File: config.mk
export PLATFORM = sky130hd
export DESIGN_NAME = arc4_engine_flat
export DESIGN_NICKNAME = d
export VERILOG_FILES = /design/src/rtl/arc4_pkg.sv /design/src/rtl/arc4_if.sv /design/src/rtl/arc4_key_sel.sv /design/src/rtl/arc4_engine.sv /design/src/flat_wrapper.sv
export SDC_FILE = /design/constraint.sdc
export NUM_CORES = 1
export LEC_CHECK = 0
export ABC_AREA = 1
export CAP_MARGIN = 20
export CORE_AREA = 10 10 158 130
export DETAILED_ROUTE_END_ITERATION = 10
export DIE_AREA = 0 0 168 140
export PLACE_DENSITY = 0.52
export SYNTH_ARGS = -nofsm -noshare
export SYNTH_HDL_FRONTEND = slang
export SYNTH_HIERARCHICAL = 1
export SYNTH_SLANG_ARGS = --single-unit
export TNS_END_PERCENT = 20
File: constraint.sdc
create_clock -name clk -period 4.1 [get_ports clk]
set_input_delay 0.41 -clock clk [delete_from_list [all_inputs] [get_ports clk]]
set_output_delay 0.41 -clock clk [all_outputs]
set_load 0.01 [all_outputs]
File: src/rtl/arc4_pkg.sv
// Shared types for the ARC4 engine: FSM state encoding and a start-up timing helper.
// Latency: n/a (types and a constant function only).
// Backpressure: n/a.
package arc4_pkg;

    typedef enum logic [3:0] {
        IDLE,
        INIT,
        KSA_RI,
        KSA_RJ,
        KSA_WJ,
        KSA_WI,
        P_RI,
        P_RJ,
        P_WJ,
        P_WI,
        P_RP,
        P_IN,
        P_OUT
    } state_t;

    // One write per S entry for init, then four cycles per entry for the key schedule.
    function automatic int init_ksa_cycles(input int n_w);
        return 5 * (1 << n_w);
    endfunction

endpackage

File: src/rtl/arc4_if.sv
// Control, byte-stream and S-memory signals between the ARC4 engine and its surroundings.
// Latency: n/a (wiring only).
// Backpressure: in_valid/in_ready on the input stream, out_valid/out_ready on the output stream.
interface arc4_if #(
    parameter int KEY_BYTES = 3,
    parameter int N_W       = 8,
    parameter int LEN_W     = 8
);
    logic                   en;
    logic                   rdy;
    logic [8*KEY_BYTES-1:0] key;
    logic [LEN_W-1:0]       msg_len;
    logic [7:0]             in_data;
    logic                   in_valid;
    logic                   in_ready;
    logic [7:0]             out_data;
    logic                   out_valid;
    logic                   out_ready;
    logic [N_W-1:0]         mem_addr;
    logic [N_W-1:0]         mem_wrdata;
    logic                   mem_wren;
    logic [N_W-1:0]         mem_rddata;

    // Engine side.
    modport master (
        input  en, key, msg_len, in_data, in_valid, out_ready, mem_rddata,
        output rdy, in_ready, out_data, out_valid, mem_addr, mem_wrdata, mem_wren
    );

    // Controller, stream endpoints and S memory side.
    modport slave (
        output en, key, msg_len, in_data, in_valid, out_ready, mem_rddata,
        input  rdy, in_ready, out_data, out_valid, mem_addr, mem_wrdata, mem_wren
    );
endinterface

File: src/rtl/arc4_key_sel.sv
// Key byte selector: wrapping key index counter and byte mux over the latched key.
// Latency: key_byte follows kidx combinationally; kidx moves one step per adv.
// Backpressure: none; advances only when the caller pulses adv.
module arc4_key_sel #(
    parameter int KEY_BYTES = 3
) (
    input  logic                   clk,
    input  logic                   rst,
    input  logic                   clr,
    input  logic                   adv,
    input  logic [8*KEY_BYTES-1:0] key,
    output logic [7:0]             key_byte
);
    localparam int KW = (KEY_BYTES > 1) ? $clog2(KEY_BYTES) : 1;
    localparam logic [KW-1:0] LAST = KW'(KEY_BYTES - 1);

    logic [KW-1:0] kidx;

    // Key index wraps at the last key byte instead of using a modulo divider.
    always_ff @(posedge clk or posedge rst) begin
        if (rst) begin
            kidx <= '0;
        end else if (clr) begin
            kidx <= '0;
        end else if (adv) begin
            kidx <= (kidx == LAST) ? '0 : kidx + KW'(1);
        end
    end

    // Byte 0 is the most significant byte of the key word.
    always_comb begin
        key_byte = '0;
        for (int k = 0; k < KEY_BYTES; k++) begin
            if (kidx == KW'(k)) begin
                key_byte = key[8*(KEY_BYTES-1-k) +: 8];
            end
        end
    end

endmodule

File: src/rtl/arc4_engine.sv
// ARC4 engine: S init, key schedule and PRGA byte XOR against one external single-port S memory.
// Latency: 5*2^N_W cycles from start to first PRGA step, then at least 7 cycles per byte.
// Backpressure: in_valid low waits in P_IN, out_ready low holds out_valid/out_data; no S access while waiting.
module arc4_engine
    import arc4_pkg::*;
#(
    parameter int KEY_BYTES = 3,
    parameter int N_W       = 8,
    parameter int LEN_W     = 8
) (
    input logic   clk,
    input logic   rst,
    arc4_if.master bus
);
    state_t                 state;
    state_t                 nxt;
    logic [N_W-1:0]         i;
    logic [N_W-1:0]         j;
    logic [N_W-1:0]         si;
    logic [N_W-1:0]         sj;
    logic [N_W-1:0]         rd;
    logic [N_W-1:0]         kb_n;
    logic [N_W-1:0]         j_ksa;
    logic [7:0]             rd8;
    logic [7:0]             pad;
    logic [7:0]             pad_cur;
    logic [7:0]             key_byte;
    logic [7:0]             out_q;
    logic                   pad_ok;
    logic [LEN_W-1:0]       count;
    logic [LEN_W-1:0]       len_q;
    logic [8*KEY_BYTES-1:0] key_q;
    logic                   last_i;
    logic                   last_byte;
    logic                   start;

    assign start     = (state == IDLE) && bus.en;
    assign rd        = bus.mem_rddata;
    assign rd8       = 8'(rd);
    assign kb_n      = N_W'(key_byte);
    assign j_ksa     = j + rd + kb_n;
    // The read data is only valid in the first P_IN cycle; later stall cycles use the latched copy.
    assign pad_cur   = pad_ok ? pad : rd8;
    assign last_i    = &i;
    assign last_byte = (count + LEN_W'(1)) == len_q;
    assign bus.out_data = out_q;

    arc4_key_sel #(.KEY_BYTES(KEY_BYTES)) u_key_sel (
        .clk      (clk),
        .rst      (rst),
        .clr      (start),
        .adv      (state == KSA_WI),
        .key      (key_q),
        .key_byte (key_byte)
    );

    // State register.
    always_ff @(posedge clk or posedge rst) begin
        if (rst) state <= IDLE;
        else     state <= nxt;
    end

    // Next-state sequencing through init, key schedule and per-byte PRGA.
    always_comb begin
        nxt = state;
        case (state)
            IDLE:   if (bus.en) nxt = INIT;
            INIT:   if (last_i) nxt = KSA_RI;
            KSA_RI: nxt = KSA_RJ;
            KSA_RJ: nxt = KSA_WJ;
            KSA_WJ: nxt = KSA_WI;
            KSA_WI: begin
                if (last_i) nxt = (len_q == '0) ? IDLE : P_RI;
                else        nxt = KSA_RI;
            end
            P_RI:   nxt = P_RJ;
            P_RJ:   nxt = P_WJ;
            P_WJ:   nxt = P_WI;
            P_WI:   nxt = P_RP;
            P_RP:   nxt = P_IN;
            P_IN:   if (bus.in_valid) nxt = P_OUT;
            P_OUT:  if (bus.out_ready) nxt = last_byte ? IDLE : P_RI;
            default: nxt = IDLE;
        endcase
    end

    // Memory port and handshake outputs decoded from the current state.
    always_comb begin
        bus.rdy        = (state == IDLE);
        bus.in_ready   = (state == P_IN) && bus.in_valid;
        bus.out_valid  = (state == P_OUT);
        bus.mem_addr   = '0;
        bus.mem_wrdata = '0;
        bus.mem_wren   = 1'b0;
        case (state)
            INIT:   begin bus.mem_addr = i; bus.mem_wrdata = i; bus.mem_wren = 1'b1; end
            KSA_RI: bus.mem_addr = i;
            KSA_RJ: bus.mem_addr = j_ksa;
            KSA_WJ: begin bus.mem_addr = j; bus.mem_wrdata = si; bus.mem_wren = 1'b1; end
            KSA_WI: begin bus.mem_addr = i; bus.mem_wrdata = sj; bus.mem_wren = 1'b1; end
            P_RI:   bus.mem_addr = i + N_W'(1);
            P_RJ:   bus.mem_addr = j + rd;
            P_WJ:   begin bus.mem_addr = j; bus.mem_wrdata = si; bus.mem_wren = 1'b1; end
            P_WI:   begin bus.mem_addr = i; bus.mem_wrdata = sj; bus.mem_wren = 1'b1; end
            P_RP:   bus.mem_addr = si + sj;
            default: ;
        endcase
    end

    // Index, swap temporaries, pad latch, byte counter and output byte register.
    always_ff @(posedge clk or posedge rst) begin
        if (rst) begin
            i      <= '0;
            j      <= '0;
            si     <= '0;
            sj     <= '0;
            pad    <= '0;
            pad_ok <= 1'b0;
            count  <= '0;
            len_q  <= '0;
            key_q  <= '0;
            out_q  <= '0;
        end else begin
            case (state)
                IDLE: begin
                    if (bus.en) begin
                        key_q  <= bus.key;
                        len_q  <= bus.msg_len;
                        i      <= '0;
                        j      <= '0;
                        count  <= '0;
                        pad_ok <= 1'b0;
                    end
                end
                INIT: begin
                    i <= i + N_W'(1);
                    j <= '0;
                end
                KSA_RJ: begin
                    si <= rd;
                    j  <= j_ksa;
                end
                KSA_WJ: sj <= rd;
                KSA_WI: begin
                    i <= i + N_W'(1);
                    if (last_i) j <= '0;
                end
                P_RI: i <= i + N_W'(1);
                P_RJ: begin
                    si <= rd;
                    j  <= j + rd;
                end
                P_WJ: sj <= rd;
                P_IN: begin
                    if (!pad_ok) begin
                        pad    <= rd8;
                        pad_ok <= 1'b1;
                    end
                    if (bus.in_valid) out_q <= bus.in_data ^ pad_cur;
                end
                P_OUT: begin
                    if (bus.out_ready) begin
                        count  <= count + LEN_W'(1);
                        pad_ok <= 1'b0;
                    end
                end
                default: ;
            endcase
        end
    end

endmodule
File: src/flat_wrapper.sv
// flat-port wrapper written by rule: the top's interface ports become plain ports
module arc4_engine_flat import arc4_pkg::*;
#(
    parameter int KEY_BYTES = 3,
    parameter int N_W       = 8,
    parameter int LEN_W     = 8
)
  (clk, rst, bus_en, bus_key, bus_msg_len, bus_in_data, bus_in_valid, bus_out_ready, bus_mem_rddata, bus_rdy, bus_in_ready, bus_out_data, bus_out_valid, bus_mem_addr, bus_mem_wrdata, bus_mem_wren);
  arc4_if #(.KEY_BYTES(KEY_BYTES), .N_W(N_W), .LEN_W(LEN_W)) bus_i ();
  input logic clk;
  input logic rst;
  input wire logic [$bits(bus_i.en)-1:0] bus_en;
  input wire logic [$bits(bus_i.key)-1:0] bus_key;
  input wire logic [$bits(bus_i.msg_len)-1:0] bus_msg_len;
  input wire logic [$bits(bus_i.in_data)-1:0] bus_in_data;
  input wire logic [$bits(bus_i.in_valid)-1:0] bus_in_valid;
  input wire logic [$bits(bus_i.out_ready)-1:0] bus_out_ready;
  input wire logic [$bits(bus_i.mem_rddata)-1:0] bus_mem_rddata;
  output wire logic [$bits(bus_i.rdy)-1:0] bus_rdy;
  output wire logic [$bits(bus_i.in_ready)-1:0] bus_in_ready;
  output wire logic [$bits(bus_i.out_data)-1:0] bus_out_data;
  output wire logic [$bits(bus_i.out_valid)-1:0] bus_out_valid;
  output wire logic [$bits(bus_i.mem_addr)-1:0] bus_mem_addr;
  output wire logic [$bits(bus_i.mem_wrdata)-1:0] bus_mem_wrdata;
  output wire logic [$bits(bus_i.mem_wren)-1:0] bus_mem_wren;
  assign bus_i.en = bus_en;
  assign bus_i.key = bus_key;
  assign bus_i.msg_len = bus_msg_len;
  assign bus_i.in_data = bus_in_data;
  assign bus_i.in_valid = bus_in_valid;
  assign bus_i.out_ready = bus_out_ready;
  assign bus_i.mem_rddata = bus_mem_rddata;
  assign bus_rdy = bus_i.rdy;
  assign bus_in_ready = bus_i.in_ready;
  assign bus_out_data = bus_i.out_data;
  assign bus_out_valid = bus_i.out_valid;
  assign bus_mem_addr = bus_i.mem_addr;
  assign bus_mem_wrdata = bus_i.mem_wrdata;
  assign bus_mem_wren = bus_i.mem_wren;
  arc4_engine #(.KEY_BYTES(KEY_BYTES), .N_W(N_W), .LEN_W(LEN_W)) u_core (.clk(clk), .rst(rst), .bus(bus_i));
endmodule
==> out/results.ini, run 1 <==
[setup_path]
crit_fanout = 5
max_stage_delay_ns = 0.52
worstPathArrival_ns = 3.55
path_cells = clkdlybuf4s50_1, ha_2, fa_1, buf_4, xor2_1, ha_2, or2_2, a32oi_1, nand3_1, clkdlybuf4s50_1
crit_type = in2out
cp_slowest_cell = clkdlybuf4s50_1
cp-end-kind = output port
cp_top_family = buffers and inverters
cp.required_ns = 3.69
crit_buf_inv = 3
timing.reg2reg.setup_slack_ns = 1.32
cp-start-kind = input pin

[logic_synthesis]
yosysSeqAreaShare_pct = 39.7
synth.cell_area_mm2 = 0.00598
synth_edf_count = 0
yosys-top-cells-area = dfrtp_1 (40%), nand2_1 (18%), nand3_1 (5.8%)
synth_top_area_share_pct = 39.7
synth-seq-cells = 95
synthArstFlopShare_pct = 100
synth.largest_area_cell = dfrtp_1
synth-main-ff-cell = dfrtp_1
yosysMostFrequentCell = nand2_1
synth_commonest_cells = nand2_1 (286), dfrtp_1 (95), inv_1 (76), nand3_1 (69), o21ai_0 (44)
syn_inst = 791
yosys_warnings = 6
synth_fp_nets = 870
yosysUniqueCellTypes = 48
avgSynthCellArea_um2 = 7.57

[timing]
setup_viol = 0
timing.final.crit_share_pct = 96.6
timing.slew.headroom_pct = 44.1
rsz0062_at_grt = yes
postLayoutSetupSlackWorst_ns = 0.140
slew_viol_final = 0
fmax_ghz = 0.253
hold_viol_final = 0
skew_ns = 0.00678
worst_slew_pin_slew_ns = 0.838
period_needed_ns = 3.96
tns_ns = 0

[floorplan]
die_y_um = 140
rows = 43
start_util_pct = 34.7
core_area_mm2 = 0.0173
ios = 81
dieArea_mm2 = 0.0235
die_w_um = 168

[power]
ir_worst_vdd_mv = 0.293
pwr_density_cell_mw_per_mm2 = 764
leakage_uw = 0.00362
p_total_uw = 5640

[final_layout]
antenna_cells = 0
drive_above_1_share_pct = 10.1
nets = 956
syn_to_final_growth_pct = 23.3
design_area_mm2 = 0.00738
final.fill_count = 1772

[global_route]
globalRoute.totalOverflow = 0
grt_use_total_pct = 14.6
grt_pass1_vias = 5325
grt_max_degree = 50
grt_pass1_wl_um = 28300
grt_antenna_before_repair = 0

[route]
drc_errors = 0
num_vias = 5341
via_per_inst = 4.83
drtIter0Drc = 300
antenna_left = 0
wl_per_cell_um = 15.3
wirelength_um = 17000
firstDrtPassIters = 5

[hold_path]
min_path_type = in2async

[run]
max-cap-violations = 0

[placement]
place_area_mm2 = 0.00704
dp_hpwl_um = 13000
port-buffer-count = 80
gp_congestion = 0.836
dp_slack_ns = -0.0638

[clocking]
cts_inserted_buffers = 9
clk_latency_ns = 0.36
cts_tree = done
clockBufferDepth = 2
cts-root-buf = clkbuf_16
htree_levels = 3
cts_hold_buf = 0
clk_pin_slew_worst_paths_ns = 0.07
clock_sinks = 95

[run_status]
status = completed

[final timing paths]
check | end | start | depth (start not counted)
max | bus_mem_addr[2] | bus_mem_rddata[0] | 10
min | u_core/u_key_sel/kidx[0] | rst | 2
max reg2reg | u_core/j[5] | u_core/j[0] | 16
min reg2reg | u_core/pad[0] | u_core/pad[0] | 2
max in group asynchronous | u_core/si[7] | rst | 3
min in group clk | u_core/pad[0] | u_core/pad[0] | 2
[routing by layer]
metal,GRT usage (%),routed length [µm]
met5,0,0
met4,3.66,157
met3,3.55,797
met2,21.7,7180
met1,20.6,8820
[what timing repair did]
item / 4_1_cts / 5_1_grt
resized for setup: 4 / 6
pin swaps: 0 / 2
buffers inserted: 0 / 2
endpoints found under the setup margin: 3 / 4
[final cells by class]
type | count | area (µm²) | area share [%]
clock buffers | 9 | 225 | 3.05
clock inverters | 6 | 70.1 | 0.949
inverters | 92 | 370 | 5.02
multi-input cells | 588 | 3160 | 42.8
flip-flops and latches | 95 | 2380 | 32.2
well taps | 225 | 282 | 3.81
repair buffers | 91 | 898 | 12.2
[cell families after synthesis]
| logic type | after synthesis | synth area share, % |
|---|---|---|
| compound gates | 110 | 11.0 |
| xor+xnor | 21 | 3.07 |
| fa+ha+maj | 26 | 5.81 |
| buf+inv | 108 | 7.92 |
| flops | 95 | 39.7 |
| mux | 8 | 1.51 |
| simple gates | 423 | 31.0 |
[sequential cells by signal, summed over array words and instances, names as in the netlist]
register and cells:
u_core/bus.out_data 8, u_core/count 8, u_core/i 8, u_core/j 8
u_core/key_q 24, u_core/len_q 8, u_core/pad 8, u_core/pad_ok 1
u_core/si 8, u_core/sj 8, u_core/state 4, u_core/u_key_sel/kidx 2
[where the power goes]
group	switching, µW	internal, µW
Sequential	359	1340
Combinational	1800	1270
Clock	386	475
Total	2550	3090
[stage by stage]
step                hold WS [ns]  std cells  util, %
global placement           0.455       1089     40.8
floorplan                  0.151        791        -
detailed placement         0.459       1089     40.8
finish                     0.300       1106     42.7
global route               0.304       1106     42.7
CTS                        0.295       1104     42.5
[cells in the final DEF (no fill, tap or decap), types with 4 or more instances in the layout]
cell	Yosys	final
clkdlybuf4s50_1	0	76
a21oi_1	21	20
o221ai_1	7	7
nor2_4	6	6
buf_4	4	10
mux2_2	8	8
inv_2	13	13
inv_1	76	75
o211ai_1	4	4
ha_1	23	20
xor2_1	19	19
o21ai_1	7	7
o22ai_1	12	12
nand2_1	286	286
o21ai_0	44	44
nor2_2	9	9
or2_2	5	5
nor2_1	27	27
clkbuf_16	0	9
nand4_1	5	5
nand3_1	69	69
dfrtp_1	95	95
No activity file was read; power rests on OpenSTA's default activity.
==> run 2: changes to the inputs <==
--- a/config.mk
+++ b/config.mk
@@ -15,4 +15,4 @@
 export SYNTH_HDL_FRONTEND = slang
 export SYNTH_HIERARCHICAL = 1
 export SYNTH_SLANG_ARGS = --single-unit
-export TNS_END_PERCENT = 20
+export TNS_END_PERCENT = 30
==> results of run 2 <==
Same layout as run 1: the final DEF is identical, and so are final timing and power.
